File: src/rtl/regfile_write_arbiter.sv
// Round-robin arbiter for the register file's single write port, plus a per-register
// outstanding-write scoreboard for decode hazard stalls. Optional forwarding: RF_ARB_FORWARD_EN.
module regfile_write_arbiter #(
   parameter int unsigned DATA_W = 32,
   parameter int unsigned ADDR_W = 5,
   parameter int unsigned CNT_W  = 2
) (
   input  logic              clk,
   input  logic              reset_n,
   input  logic              req0_valid,
   output logic              req0_ready,
   input  logic [ADDR_W-1:0] req0_addr,
   input  logic [DATA_W-1:0] req0_data,
   input  logic              req1_valid,
   output logic              req1_ready,
   input  logic [ADDR_W-1:0] req1_addr,
   input  logic [DATA_W-1:0] req1_data,
   output logic              rf_we,
   output logic [ADDR_W-1:0] rf_a3,
   output logic [DATA_W-1:0] rf_wd,
   input  logic              issue_valid,
   input  logic [ADDR_W-1:0] issue_addr,
   output logic              issue_ready,
   input  logic [ADDR_W-1:0] check_a1,
   input  logic [ADDR_W-1:0] check_a2,
   output logic              stall,
   output logic              fwd1_hit,
   output logic [DATA_W-1:0] fwd1_data,
   output logic              fwd2_hit,
   output logic [DATA_W-1:0] fwd2_data
);

   localparam int unsigned NumRegs = 2 ** ADDR_W;
   localparam logic [CNT_W-1:0] CntMax = '1;
   localparam logic [CNT_W-1:0] CntOne = CNT_W'(1);

   logic              ptr_q;
   logic              grant0, grant1, accept;
   logic [ADDR_W-1:0] acc_addr;
   logic [DATA_W-1:0] acc_data;
   logic              issue_fire;
   logic [CNT_W-1:0]  cnt_q [NumRegs];

   // Pointer only breaks ties; a lone valid requester always wins.
   assign grant0     = req0_valid && (!req1_valid || !ptr_q);
   assign grant1     = req1_valid && (!req0_valid ||  ptr_q);
   assign req0_ready = grant0;
   assign req1_ready = grant1;
   assign accept     = grant0 || grant1;
   assign acc_addr   = grant1 ? req1_addr : req0_addr;
   assign acc_data   = grant1 ? req1_data : req0_data;

   always_ff @(posedge clk or negedge reset_n) begin
      if (!reset_n) begin
         ptr_q <= 1'b0;
         rf_we <= 1'b0;
         rf_a3 <= '0;
         rf_wd <= '0;
      end else begin
         rf_we <= accept && (acc_addr != '0);
         if (accept) begin
            ptr_q <= grant0;
            rf_a3 <= acc_addr;
            rf_wd <= acc_data;
         end
      end
   end

   // A commit to the same register frees a slot in the cycle it happens.
   assign issue_ready = (issue_addr == '0) || (cnt_q[issue_addr] != CntMax) ||
                        (rf_we && (rf_a3 == issue_addr));
   assign issue_fire  = issue_valid && issue_ready && (issue_addr != '0);

   always_ff @(posedge clk or negedge reset_n) begin
      if (!reset_n) begin
         for (int i = 0; i < NumRegs; i++) cnt_q[i] <= '0;
      end else begin
         cnt_q[0] <= '0;
         for (int i = 1; i < NumRegs; i++) begin
            if (issue_fire && (issue_addr == ADDR_W'(i))) begin
               if (!(rf_we && (rf_a3 == ADDR_W'(i)))) cnt_q[i] <= cnt_q[i] + CntOne;
            end else if (rf_we && (rf_a3 == ADDR_W'(i)) && (cnt_q[i] != '0)) begin
               cnt_q[i] <= cnt_q[i] - CntOne;
            end
         end
      end
   end

`ifdef RF_ARB_FORWARD_EN
   // Only the last outstanding write may be forwarded; older ones still stall.
   assign fwd1_hit  = rf_we && (rf_a3 == check_a1) && (check_a1 != '0) &&
                      (cnt_q[check_a1] == CntOne);
   assign fwd2_hit  = rf_we && (rf_a3 == check_a2) && (check_a2 != '0) &&
                      (cnt_q[check_a2] == CntOne);
   assign fwd1_data = rf_wd;
   assign fwd2_data = rf_wd;
   assign stall     = ((cnt_q[check_a1] != '0) && !fwd1_hit) ||
                      ((cnt_q[check_a2] != '0) && !fwd2_hit);
`else
   assign fwd1_hit  = 1'b0;
   assign fwd2_hit  = 1'b0;
   assign fwd1_data = '0;
   assign fwd2_data = '0;
   assign stall     = (cnt_q[check_a1] != '0) || (cnt_q[check_a2] != '0);
`endif

endmodule

File: config.mk
export PLATFORM = sky130hd
export DESIGN_NAME = regfile_write_arbiter
export DESIGN_NICKNAME = d
export VERILOG_FILES = /design/src/rtl/regfile_write_arbiter.sv
export SDC_FILE = /design/constraint.sdc
export NUM_CORES = 1
export LEC_CHECK = 0
export ABC_AREA = 1
export CAP_MARGIN = 20
export CORE_ASPECT_RATIO = 1.25
export CORE_MARGIN = 1.5
export CORE_UTILIZATION = 55
export DETAILED_ROUTE_END_ITERATION = 10
export PLACE_DENSITY_LB_ADDON = 0.1
export SETUP_SLACK_MARGIN = 0.2
export SYNTH_ARGS = -nofsm -noshare
export SYNTH_HDL_FRONTEND = slang
export SYNTH_SLANG_ARGS = --single-unit
File: constraint.sdc
create_clock -name clk -period 3.2 [get_ports clk]
set_input_delay 0.32 -clock clk [delete_from_list [all_inputs] [get_ports clk]]
set_output_delay 0.32 -clock clk [all_outputs]
set_load 0.02 [all_outputs]
Word level (Yosys, flattened, before mapping)
Index checks and enable logic that the tools add are counted.
Word-level totals
  register bits after elaboration: 101
  input port bits: 94
  word-level logic and storage cells: 508
Operators by class
  add/subtract/negate cells: 62
  $lt $le $gt $ge: 3
  equality and inequality tests: 95
  muxes and demuxes: 104
  bitwise gates (word level): 3
  reduce and logical (&&, ||, !) cells: 206
Operator list (count)
  $mux 2: 99
  $eq 5x5->1 const B: 32
  $reduce_bool 2->1: 64
  $logic_and 1x1->1: 99
  $eq 5x4->1 const B: 16
  $ne 2x2->1 const B: 32
  $add 2x1->2 const B: 31
  $reduce_and 2->1: 31
  $sub 2x1->2 const B: 31
  $eq 5x3->1 const B: 8
  $mux 32: 1
  $bmux 2 s5: 3
  $eq 5x2->1 const B: 4
  $ge 6x6->1 const B: 3
  $not 5->6: 3
  $eq 5x1->1 const B: 2
  $reduce_bool 5->1: 2
  $logic_or 1x1->1: 6
  $eq 5x5->1: 1
  $logic_not 5->1: 1
  $mux 5: 1
  $logic_not 1->1: 3

Logic depth before layout (Yosys ltp)
Gate-level depths: netlist of the first run.
  depth after elaboration: 12
  mapped depth: 19
  mapped depth without buffers: 16

Worst setup path after synthesis of the first run
OpenSTA, ideal clock, no wires.
  path type: input to register
  start point: input port issue_addr[1]
  end point: register cnt_q[16] (netlist name)
  data arrival time: 1.807 ns
  data required time: 3.082 ns
  path slack: 1.276 ns
  cell stages on the path: 17
  path buffers: 4
  path through: buf_4 > nand2_1 > inv_1 > nand2_1 > nand3_1 > nand2_1 > nand2_1 > o21ai_1 > nand2_1 > nand3_1 > and2_1 > buf_4 > buf_6 > buf_6 > nand3_1 > nand3_1 > nand2_1
Between the ends
  word-level cells in the longest chain between the ends: 12
  elaborated cells between the ends (all ways): 19
  classes of those cells: eq/ne: 4; mux: 4; bitwise: 1; reduce/logical: 10
Ends and longest elaborated chain
  from (decl): RTL line 22  | input logic [ADDR_W-1:0] issue_addr,
  $not 5->6 (implied by the code): RTL line 70  | assign issue_ready = (issue_addr == '0) || (cnt_q[issue_addr] != CntMax) ||
  $bmux 2 s5: RTL line 70
  $mux 2 (implied by the code) (2 in a row): RTL line 70
  $ne 2x2->1: RTL line 70
  $logic_or 1x1->1 (2 in a row): RTL line 70
  $logic_and 1x1->1 (2 in a row): RTL line 72  | assign issue_fire = issue_valid && issue_ready && (issue_addr != '0);
  $logic_and 1x1->1 (*): RTL line 80  | if (issue_fire && (issue_addr == ADDR_W'(i))) begin
  $ne 2x2->1 (no line) / $reduce_bool 2->1 (equally long branches)
  $reduce_and 2->1 (no line)
  to (signal, indexed assignment): RTL line 81  | if (!(rf_we && (rf_a3 == ADDR_W'(i)))) cnt_q[i] <= cnt_q[i] + CntOne;
  to (signal, indexed assignment): RTL line 83  | cnt_q[i] <= cnt_q[i] - CntOne;
  to (decl): RTL line 42  | logic [CNT_W-1:0] cnt_q [NumRegs];
Mark *: on every way between the ends. The rest lies on a longest branch, timed or not. The select of a mux whose other input is x is not followed.
A chain may end at the register's enable or synchronous reset.

Worst setup path in the final report of the first run
  start point: input port issue_addr[0]
  end point: output port issue_ready
Between the ends
  word-level cells in the longest chain between the ends: 7
  elaborated cells between the ends (all ways): 10
  classes of those cells: eq/ne: 2; mux: 3; bitwise: 1; reduce/logical: 4
Ends and longest elaborated chain
  $not 5->6 (implied by the code): RTL line 70
  $bmux 2 s5: RTL line 70
  $mux 2 (implied by the code) (2 in a row): RTL line 70
  $ne 2x2->1: RTL line 70
  $logic_or 1x1->1: RTL line 70
  $logic_or 1x1->1 (*): RTL line 70
  to (decl): RTL line 23  | output logic issue_ready,
Marked as above.

==> results of run 1 <==
==> cells by family after synthesis <==
family                    synth area share (%)
and+or+nand+nor                           38.3
xor gates and xnor gates                 0.868
buffers and inverters                     16.4
AOI/OAI and AO/OA                         8.49
muxes                                     4.59
other                                   0.0464
DFF                                       31.3
==> registers in the layout (all words and copies together) (netlist names) <==
name	count
cnt_q	62
rf_wd	32
rf_a3	5
ptr_q	1
rf_we	1
==> through the flow <==
step / cells / hold WS (ns) / worst slack [ns]
after global routing: 1583 / 0.0364 / 0.263
after global placement: 1567 / 0.405 / 0.219
after CTS: 1583 / 0.0319 / 0.296
after floorplan: 1338 / 0.0244 / 1.28
after detailed placement: 1567 / 0.409 / 0.209
final: 1583 / -0.00771 / 0.432
==> power groups by stage <==
| stage | combinational [W] | clock [W] | sequential, W |
|---|---|---|---|
| 4_1_cts | 0.00242 | 0.00110 | 0.00218 |
| 5_1_grt | 0.00273 | 0.00115 | 0.00226 |
| 3_3_place_gp | 0.00239 | 0 | 0.00220 |
| 2_1_floorplan | 0.00161 | 0 | 0.00211 |
| 3_5_place_dp | 0.00242 | 0 | 0.00220 |
| 6_report | 0.00244 | 0.00108 | 0.00219 |
==> worst reg2reg max path: stages (launching register included) <==
cell     delay [ns]
dfrtp_1        0.47
nand2_1        0.10
nand2_1        0.05
nand2_1        0.05
nand2_1        0.07
nand2_1        0.08
nand2_1        0.05
o21ai_1        0.18
nand2_1        0.08
nand3_1        0.22
buf_4          0.29
nand3_1        0.19
nand2_1        0.15
o21ai_0        0.12
nand2_1        0.09
nand2_1        0.05
==> routing by layer <==
layer	vias to the layer above	global-route usage, %	wire length [um]	share of wire (%)
li1	4197	-	-	-
met1	3880	38.1	9570	39
met2	344	52.3	11500	47
met3	69	6.84	1710	7.0
met4	0	19.4	1490	6.1
met5	-	0	0	0
==> cell type report <==
cell class,instances,share of cell area (%)
Tap cell,178,2.31
Clock inverter,6,0.467
Multi-Input combinational cell,979,46.5
Clock buffer,10,2.48
Sequential cell,101,26.2
Inverter,150,5.86
Timing Repair Buffer,159,16.2
==> cells in the final DEF, fill, tap and decap left out <==
cell type and count:
clkinv_2 2, buf_4 22, o221ai_1 3, nor2_1 129, o311ai_0 2, nor2_4 1, a21oi_1 25, nand3b_1 14
o2111ai_1 4, mux2i_1 37, buf_12 3, o21ai_0 57, clkinv_4 2, o31ai_1 1, dfrtp_1 101, conb_1 66
a31oi_1 1, and3_1 1, clkbuf_8 1, nand4_1 20, inv_1 149, o22ai_1 10, dlygate4sd2_1 1, o21ai_1 14
xor2_1 8, or2_2 1, clkbuf_16 9, clkdlybuf4s50_1 132, dlymetal6s2s_1 1, nand3_1 138, nor3_1 15, inv_4 1
nand2_1 424, o21ai_4 1, o211ai_1 6, and2_2 1, inv_6 2
==> repair_timing <==
item,CTS,global route
setup endpoints to repair,1,1
resized for setup,1,1
endpoints found under the hold margin,0,0
==> final timing paths <==
kind	startpoint	end	slack, ns
worst min register to register	ptr_q$_DFFE_PN0P_	ptr_q$_DFFE_PN0P_	0.48
min in group clk	ptr_q$_DFFE_PN0P_	ptr_q$_DFFE_PN0P_	0.48
worst max register to register	cnt_q[20]$_DFFE_PN0P_	cnt_q[3]$_DFFE_PN0P_	0.86
max in group asynchronous	reset_n	cnt_q[51]$_DFFE_PN0P_	2.47
worst max-delay path	issue_addr[0]	issue_ready	0.43
worst min-delay path	reset_n	cnt_q[39]$_DFFE_PN0P_	-0.008
==> out/results.ini, run 1 <==
[yosys]
synthTopCellsByCount=nand2_1 (424), inv_1 (149), nand3_1 (138), nor2_1 (130), dfrtp_1 (101)
post-synth-top-count-cell=nand2_1
synth.area.top_cells=dfrtp_1 (31%), nand2_1 (20%), nand3_1 (8.6%)
synth_edf_count=0
async_flop_share_pct=100
ys_warn_count=0
netlist_area_um2=8070
synth.yosys.seq_area_share_pct=31.3
synth_cells=1273
ys_types=30
yosysTopAreaCellShare_pct=31.3
avgSynthCellArea_um2=6.34
synth_top_cell_by_area=dfrtp_1
ys_seq_elements=101
ys.flop_type=dfrtp_1

[layout]
drive_gt1_share_pct=3.27
seqCellArea_um2=2530
final_area_um2=9660
diodes=0
fin_nets=1494
multi_input_area_um2=4490
area_growth_pct=19.6
nFillCells=1340
final_util_pct=67.3

[clock_tree]
post-cts-setup-buffers=0
clock_path_buffers=2
clock_sinks=101
htreeDepth=3
clk_pin_slew_ns=0.07
cts_made_buffers=9
worstSkewPairLatency_ns=0.36
root_buffer=clkbuf_16
cts_tree=yes
cts_hold_buf=0

[power_and_ir_drop]
power.total_w=0.00571
power_frac_seq_pct=38.4
pwr-share-comb_pct=42.6
p_leak_nw=4.88
p_per_area_nw_per_um2=592
p_clk_share_pct=19.0
p_int_w=0.00315
power_switching_w=0.00257
peakVddDrop_mv=0.416
sw_frac_of_total_pct=44.9

[grt]
grt_pass1_wl_mm=39.2
grt_usage_pct=31.8
grt_pass1_vias=7847
antenna_found_initial=0
grt_max_degree=59
grt_overflow=0

[worst_setup_path]
crit_slowest_cell=clkdlybuf4s50_1
r2r_cells=15
cp_num_cells=12
worst-path-buf-inv=4
start_kind=primary input
crit_fanout=37
path_cells=clkdlybuf4s50_1 -> buf_12 -> inv_4 -> nor2_1 -> nand2_1 -> nand3_1 -> nand2_1 -> nand2_1 -> o21ai_1 -> nand2_1 -> nand3_1 -> dlygate4sd2_1
path_class=in2out
cp-end-kind=primary output
max_stage_delay_ns=0.51
crit_family=buffers and inverters
required_ns=2.88
path_common_cell=nand2_1
cp.arrival_ns=2.45

[detailed_routing]
drt_wl_total_mm=24.3
firstDrtPassIters=5
avgRoutedWirePerCell_um=15.3
via_per_inst=5.36
drt_iter0_markers=769
drtAntennaViolNets=0
drcViolationCount=0
via_count=8490

[die]
fp.dieW_um=111
top_level_ports=202
chipHeight_um=138
initial_core_util_pct=56.3
rows=49
die-area_um2=15400
coreArea_um2=14300

[placement]
gp_congestion=0.951
hpwl_mm=19.2
place_area_um2=9370
port-buffer-count=135

[sta]
tightest_slew_ns=0.723
period_needed_ns=2.77
hold_violations=3
slew_violations=0
skew_ns=0.0120
holdWs_ns=-0.00771
fmax_mhz=361
tns_ns=0
maxSlewHeadroom_pct=51.8
setup_viol=0
rsz0062_at_grt=no
finalCritPeriodShare_pct=86.5

[status]
status=finished, violations left
violations=negative hold slack

[flow_run]
drv_cap=0

[worst_hold_path]
worstHoldPathType=in2async

(Power assumes the default switching activity.)
==> run 2, diff against run 1 <==
--- a/config.mk
+++ b/config.mk
@@ -10,6 +10,7 @@
 export CORE_ASPECT_RATIO = 1.25
 export CORE_MARGIN = 1.5
 export CORE_UTILIZATION = 55
+export CTS_CLUSTER_SIZE = 12
 export DETAILED_ROUTE_END_ITERATION = 10
 export PLACE_DENSITY_LB_ADDON = 0.1
 export SETUP_SLACK_MARGIN = 0.2
==> results of run 2 <==
No change in the layout: final DEF, timing and power equal those of run 1.
